## src/rtl/invaes_pkg.sv

```systemverilog
// Shared definitions for the inverse-AES key schedule: FSM state encoding,
// key-length derived sizes and the round-constant table.
package invaes_pkg;

  typedef enum logic [1:0] {
    ST_IDLE   = 2'd0,
    ST_LOAD   = 2'd1,
    ST_EXPAND = 2'd2,
    ST_SERVE  = 2'd3
  } ks_state_e;

  // Key length in 32-bit words (4/6/8).
  function automatic int nk_of(input int k);
    return k / 32;
  endfunction

  // Number of rounds (10/12/14).
  function automatic int nr_of(input int k);
    return (k / 32) + 6;
  endfunction

  // Total expanded words (44/52/60).
  function automatic int nw_of(input int k);
    return 4 * ((k / 32) + 7);
  endfunction

  // Round constant top byte for index 1..10; other indices never used.
  function automatic logic [7:0] rcon_of(input logic [3:0] idx);
    logic [7:0] rc;
    case (idx)
      4'd1:    rc = 8'h01;
      4'd2:    rc = 8'h02;
      4'd3:    rc = 8'h04;
      4'd4:    rc = 8'h08;
      4'd5:    rc = 8'h10;
      4'd6:    rc = 8'h20;
      4'd7:    rc = 8'h40;
      4'd8:    rc = 8'h80;
      4'd9:    rc = 8'h1b;
      4'd10:   rc = 8'h36;
      default: rc = 8'h00;
    endcase
    return rc;
  endfunction

endpackage

```

## src/rtl/invaes_sbox.sv

```systemverilog
// Forward AES S-box, purely combinational byte substitution.
module invaes_sbox (
  input  logic [7:0] i_byte,
  output logic [7:0] o_byte
);

  localparam logic [7:0] SBOX [256] = '{
    8'h63, 8'h7c, 8'h77, 8'h7b, 8'hf2, 8'h6b, 8'h6f, 8'hc5, 8'h30, 8'h01, 8'h67, 8'h2b, 8'hfe, 8'hd7, 8'hab, 8'h76,
    8'hca, 8'h82, 8'hc9, 8'h7d, 8'hfa, 8'h59, 8'h47, 8'hf0, 8'had, 8'hd4, 8'ha2, 8'haf, 8'h9c, 8'ha4, 8'h72, 8'hc0,
    8'hb7, 8'hfd, 8'h93, 8'h26, 8'h36, 8'h3f, 8'hf7, 8'hcc, 8'h34, 8'ha5, 8'he5, 8'hf1, 8'h71, 8'hd8, 8'h31, 8'h15,
    8'h04, 8'hc7, 8'h23, 8'hc3, 8'h18, 8'h96, 8'h05, 8'h9a, 8'h07, 8'h12, 8'h80, 8'he2, 8'heb, 8'h27, 8'hb2, 8'h75,
    8'h09, 8'h83, 8'h2c, 8'h1a, 8'h1b, 8'h6e, 8'h5a, 8'ha0, 8'h52, 8'h3b, 8'hd6, 8'hb3, 8'h29, 8'he3, 8'h2f, 8'h84,
    8'h53, 8'hd1, 8'h00, 8'hed, 8'h20, 8'hfc, 8'hb1, 8'h5b, 8'h6a, 8'hcb, 8'hbe, 8'h39, 8'h4a, 8'h4c, 8'h58, 8'hcf,
    8'hd0, 8'hef, 8'haa, 8'hfb, 8'h43, 8'h4d, 8'h33, 8'h85, 8'h45, 8'hf9, 8'h02, 8'h7f, 8'h50, 8'h3c, 8'h9f, 8'ha8,
    8'h51, 8'ha3, 8'h40, 8'h8f, 8'h92, 8'h9d, 8'h38, 8'hf5, 8'hbc, 8'hb6, 8'hda, 8'h21, 8'h10, 8'hff, 8'hf3, 8'hd2,
    8'hcd, 8'h0c, 8'h13, 8'hec, 8'h5f, 8'h97, 8'h44, 8'h17, 8'hc4, 8'ha7, 8'h7e, 8'h3d, 8'h64, 8'h5d, 8'h19, 8'h73,
    8'h60, 8'h81, 8'h4f, 8'hdc, 8'h22, 8'h2a, 8'h90, 8'h88, 8'h46, 8'hee, 8'hb8, 8'h14, 8'hde, 8'h5e, 8'h0b, 8'hdb,
    8'he0, 8'h32, 8'h3a, 8'h0a, 8'h49, 8'h06, 8'h24, 8'h5c, 8'hc2, 8'hd3, 8'hac, 8'h62, 8'h91, 8'h95, 8'he4, 8'h79,
    8'he7, 8'hc8, 8'h37, 8'h6d, 8'h8d, 8'hd5, 8'h4e, 8'ha9, 8'h6c, 8'h56, 8'hf4, 8'hea, 8'h65, 8'h7a, 8'hae, 8'h08,
    8'hba, 8'h78, 8'h25, 8'h2e, 8'h1c, 8'ha6, 8'hb4, 8'hc6, 8'he8, 8'hdd, 8'h74, 8'h1f, 8'h4b, 8'hbd, 8'h8b, 8'h8a,
    8'h70, 8'h3e, 8'hb5, 8'h66, 8'h48, 8'h03, 8'hf6, 8'h0e, 8'h61, 8'h35, 8'h57, 8'hb9, 8'h86, 8'hc1, 8'h1d, 8'h9e,
    8'he1, 8'hf8, 8'h98, 8'h11, 8'h69, 8'hd9, 8'h8e, 8'h94, 8'h9b, 8'h1e, 8'h87, 8'he9, 8'hce, 8'h55, 8'h28, 8'hdf,
    8'h8c, 8'ha1, 8'h89, 8'h0d, 8'hbf, 8'he6, 8'h42, 8'h68, 8'h41, 8'h99, 8'h2d, 8'h0f, 8'hb0, 8'h54, 8'hbb, 8'h16
  };

  assign o_byte = SBOX[i_byte];

endmodule

```

## src/rtl/invaes_key_schedule.sv

```systemverilog
// AES key expansion that delivers round keys in decryption order (Nr..0)
// over a valid/ready handshake. One expanded word is produced per cycle into
// a register file; the file is then read four words at a time.
module invaes_key_schedule
  import invaes_pkg::*;
#(
  parameter int K = 128
) (
  input  logic           clk,
  input  logic           reset,
  input  logic           start,
  input  logic [K-1:0]   key,
  output logic           busy,
  output logic           rk_valid,
  input  logic           rk_ready,
  output logic [127:0]   rk_data,
  output logic [3:0]     rk_round,
  output logic           rk_last
);

  localparam int NK = nk_of(K);
  localparam int NR = nr_of(K);
  localparam int NW = nw_of(K);

  localparam logic [5:0] NK_W   = 6'(NK);
  localparam logic [2:0] NK_M1  = 3'(NK - 1);
  localparam logic [5:0] LAST_I = 6'(NW - 1);
  localparam logic [3:0] NR_R   = 4'(NR);

  if (!(K == 128 || K == 192 || K == 256)) begin : g_bad_k
    $error("invaes_key_schedule: K must be 128, 192 or 256");
  end

  ks_state_e   r_state;
  ks_state_e   w_state_nxt;
  logic [5:0]  r_idx;    // word index i being written in EXPAND
  logic [2:0]  r_mod;    // i mod Nk, tracked incrementally
  logic [3:0]  r_rc;     // i / Nk, tracked incrementally (Rcon index)
  logic [3:0]  r_round;  // round key currently offered in SERVE
  logic [31:0] r_w [NW];

  logic [31:0] w_prev;
  logic [31:0] w_back;
  logic [31:0] w_sub_in;
  logic [31:0] w_sub_out;
  logic [31:0] w_temp;
  logic [31:0] w_new;
  logic [5:0]  w_base;

  assign w_prev   = r_w[r_idx - 6'd1];
  assign w_back   = r_w[r_idx - NK_W];
  assign w_sub_in = (r_mod == 3'd0) ? {w_prev[23:0], w_prev[31:24]} : w_prev;

  for (genvar b = 0; b < 4; b++) begin : g_sbox
    invaes_sbox u_sbox (
      .i_byte (w_sub_in[8*b +: 8]),
      .o_byte (w_sub_out[8*b +: 8])
    );
  end

  // Select the transformed predecessor word for the current position i.
  always_comb begin
    w_temp = w_prev;
    if (r_mod == 3'd0) begin
      w_temp = w_sub_out ^ {rcon_of(r_rc), 24'h000000};
    end else if (NK == 8 && r_mod == 3'd4) begin
      w_temp = w_sub_out;
    end
  end

  assign w_new  = w_back ^ w_temp;
  assign w_base = {r_round, 2'b00};

  assign busy     = (r_state != ST_IDLE);
  assign rk_valid = (r_state == ST_SERVE);
  assign rk_round = r_round;
  assign rk_last  = rk_valid && (r_round == 4'd0);
  assign rk_data  = rk_valid ? {r_w[w_base], r_w[w_base + 6'd1],
                                r_w[w_base + 6'd2], r_w[w_base + 6'd3]} : 128'h0;

  // Next-state logic for IDLE -> LOAD -> EXPAND -> SERVE -> IDLE.
  always_comb begin
    w_state_nxt = r_state;
    case (r_state)
      ST_IDLE:   if (start) w_state_nxt = ST_LOAD;
      ST_LOAD:   w_state_nxt = ST_EXPAND;
      ST_EXPAND: if (r_idx == LAST_I) w_state_nxt = ST_SERVE;
      ST_SERVE:  if (rk_ready && r_round == 4'd0) w_state_nxt = ST_IDLE;
      default:   w_state_nxt = ST_IDLE;
    endcase
  end

  // Control registers: state, word index, Rcon tracking and served round.
  always_ff @(posedge clk) begin
    if (reset) begin
      r_state <= ST_IDLE;
      r_idx   <= 6'd0;
      r_mod   <= 3'd0;
      r_rc    <= 4'd0;
      r_round <= 4'd0;
    end else begin
      r_state <= w_state_nxt;
      case (r_state)
        ST_LOAD: begin
          r_idx <= NK_W;
          r_mod <= 3'd0;
          r_rc  <= 4'd1;
        end
        ST_EXPAND: begin
          r_idx <= r_idx + 6'd1;
          if (r_mod == NK_M1) begin
            r_mod <= 3'd0;
            r_rc  <= r_rc + 4'd1;
          end else begin
            r_mod <= r_mod + 3'd1;
          end
          if (r_idx == LAST_I) r_round <= NR_R;
        end
        ST_SERVE: begin
          if (rk_ready && r_round != 4'd0) r_round <= r_round - 4'd1;
        end
        default: ;
      endcase
    end
  end

  // Word store: key words on an accepted start, one expanded word per EXPAND cycle.
  always_ff @(posedge clk) begin
    if (r_state == ST_IDLE && start) begin
      for (int j = 0; j < NK; j++) r_w[j] <= key[K-1-32*j -: 32];
    end else if (r_state == ST_EXPAND) begin
      r_w[r_idx] <= w_new;
    end
  end

endmodule

```

## config.mk

```make
export PLATFORM = sky130hd
export DESIGN_NAME = invaes_key_schedule
export DESIGN_NICKNAME = d
export VERILOG_FILES = /design/src/rtl/invaes_pkg.sv /design/src/rtl/invaes_sbox.sv /design/src/rtl/invaes_key_schedule.sv
export SDC_FILE = /design/constraint.sdc
export NUM_CORES = 2
export LEC_CHECK = 0
export CORE_ASPECT_RATIO = 0.5
export CORE_MARGIN = 1
export CORE_UTILIZATION = 36
export DETAILED_ROUTE_END_ITERATION = 8
export PLACE_DENSITY = 0.47
export RECOVER_POWER = 50
export SETUP_SLACK_MARGIN = 0.15
export SYNTH_ARGS = -nofsm -noshare
export SYNTH_HDL_FRONTEND = slang
export SYNTH_SLANG_ARGS = --single-unit
```

## constraint.sdc

```tcl
create_clock -name clk -period 11.65 [get_ports clk]
set_input_delay 1.7475 -clock clk [delete_from_list [all_inputs] [get_ports clk]]
set_output_delay 1.7475 -clock clk [all_outputs]
set_load 0.02 [all_outputs]
```

==> run summary <==
Post-Layout Cell Count = 11800
DR DRC count = 7
Final Hold Viols = 0
Commonest non-fill, non-tap cell in the layout = edfxtp_1
Die ar. = 0.265 mm^2
Syn nets = 8472
Vias in the first global route = 80300
Fmax = 88.2 MHz
Number of clock sinks = 1439
Final wirelength = 523000 um
Tot GR Track Use = 38.0%
Resized Gates After CTS = 0
Met3 WL = 77400 um
Setup Skew = 54.5 ps
Starting density of the core = 36.4%
WP data arrival = 11700 ps
Final Slew Violations = 2376
Max-cap check violation count = 99
Critical Path Most Common Cell = clkbuf_1
Routed vias = 86800
Post-synth EDFFs = 1408
Cell taking the most area after synthesis = edfxtp_1
CTS tree = done
First-pass GRT wire length = 700000 um
Post-synth top flop = edfxtp_1
Synth unique cells = 108
Rows = 132
Util after Layout = 40.6%
CTS buffer count = 151
Hold crit path type = reg2reg
Layout filler cell count = 24700
CTS Root Cell = clkbuf_16
GRT Residual Overflow = 0
RSZ-0062 raised after global routing = false
CP max-delay cell = clkbuf_1
R2R Path Start = r_idx[1]
Share of layout cells above drive strength 1 = 17.1%
Total negative slack = 0 ps
CP max FO = 31
Worst path cell trace = clkbuf_1 -> nand3_1 -> clkbuf_1 -> clkbuf_1 -> nor2_1 -> clkbuf_1
Hpwl dp = 342000 um
Cells after Synth = 8266
Syn. warnings = 0
Yosys top cell area share = 44.8%
Clk_lat worst skew = 860 ps
Area of the mapped netlist = 0.0945 mm^2
Layout area overhead = 11.6%
WL/cell = 44.4 um
Post-synthesis sequential area ratio = 45.4%
Initial DRC Count = 16800
Worst-margin pin slew = 5090 ps
Status = complete, but fails checks
Final setup vio count = 0
Initial antenna violation count = 32
Hold Crit Start = r_mod[1]
Post-layout nets = 8404
Met1 Routed Length = 199000 um
CP required = 12010 ps
Die Y = 364 um
DR pass1 iterations = 9
Syn_area_per_cell = 11.4 um^2
Startpoint class of the critical path = flip-flop
Final period util = 97.3%
Post-CTS Hold Buffers = 0
CP startpoint = r_idx[1]
H-Tree Depth = 4
GP Congestion = 1.02
Antenna Nets Post-Route = 0
Commonest cells after routing, fill and taps aside = edfxtp_1, nor2_1, mux4_2
Highest routed layer = met5
IO buf count = 266
Min cycle time layout = 11330 ps
Synth area leaders = edfxtp_1, mux4_2, mux2i_1
Via density = 7.36
Max incr delay on CP = 2510 ps
Horiz. Die Dim = 726 um
Post-CTS setup buffers = 0
Top-Level Pins = 267
Yosys reg bits = 1439
Crit path kind = reg2reg
Clock slew at reported path FFs = 70 ps
# placed instances = 11500
Relative slew slack = -239%
Pin count of the biggest net entering global routing = 122
Met2 wire length = 212000 um
Async SR Flop Fraction = 0%
Worst setup EP type = flip-flop
CTS Buffer Depth = 4
Failing checks = design-rule violations, max-capacitance violations, max-slew violations
Core area = 0.260 mm^2
## critical path: cells and delay by family (launching register included)
| kind | cells | cell delay (ps) |
|---|---|---|
| buffers and inverters | 4 | 6330 |
| AND/OR/NAND/NOR | 2 | 3750 |
| flip-flops | 1 | 620 |
## cell type report
cell class	count	area (um^2)	share of cell area, %
multi-input combinational	5919	48000	45.5
sequential	1439	42900	40.7
timing repair buffer	611	5240	4.97
tap	3484	4360	4.14
clock buffer	187	3970	3.76
clock inverter	66	594	0.564
inverter	76	299	0.284
antenna	11	27.5	0.0261
## registers in the layout, indices dropped and copies added (netlist names), named ones only
register / cells
r_idx: 6
r_rc: 4
r_w: 1408
rk_round: 4
r_mod: 3
r_state: 2
## logic make-up after synthesis
family,after synthesis,synth area share (%)
compound gates,2506,17.2
xor+xnor,51,0.503
fa+ha+maj,74,0.980
buf+inv,908,4.30
flops,1439,45.4
mux,1254,22.1
simple gates,2034,9.58
## Yosys cell counts (all sizes together), types with 73 or more instances
library cell  number
edfxtp          1408
nor2             739
mux4             640
nand2            590
a21oi            555
o21ai            554
mux2i            450
clkbuf           432
buf              400
o22ai            390
nand3            243
a211oi           195
mux2             164
nor3             147
o211ai           107
a31oi            106
o221ai            83
ha                74
inv               73
## per-stage QoR
stage	hold slack [ps]	setup WS, ps	instance area, um^2
global placement	478	2050	101000
CTS	504	2130	106000
floorplan	462	2640	94500
global route	525	908	105000
detailed placement	493	2180	101000
finish	506	318	105000
## worst paths after layout
kind	slack, ps	endpoint	depth (start not counted)
hold reg to reg	510	r_mod[1]	2
setup / recovery	320	r_w[26][13]	6
hold / removal	510	r_mod[1]	2
setup reg to reg	320	r_w[26][13]	6
## per-layer routing
metal | vias up | GRT usage [%]
met5 | - | 0
met4 | 20 | 19.7
met3 | 1604 | 13.0
met2 | 8009 | 53.8
met1 | 44100 | 51.4
li1 | 33100 | -
Power is not shown: default switching activity piles up to over one toggle a cycle in this logic, so the estimate is an artifact.
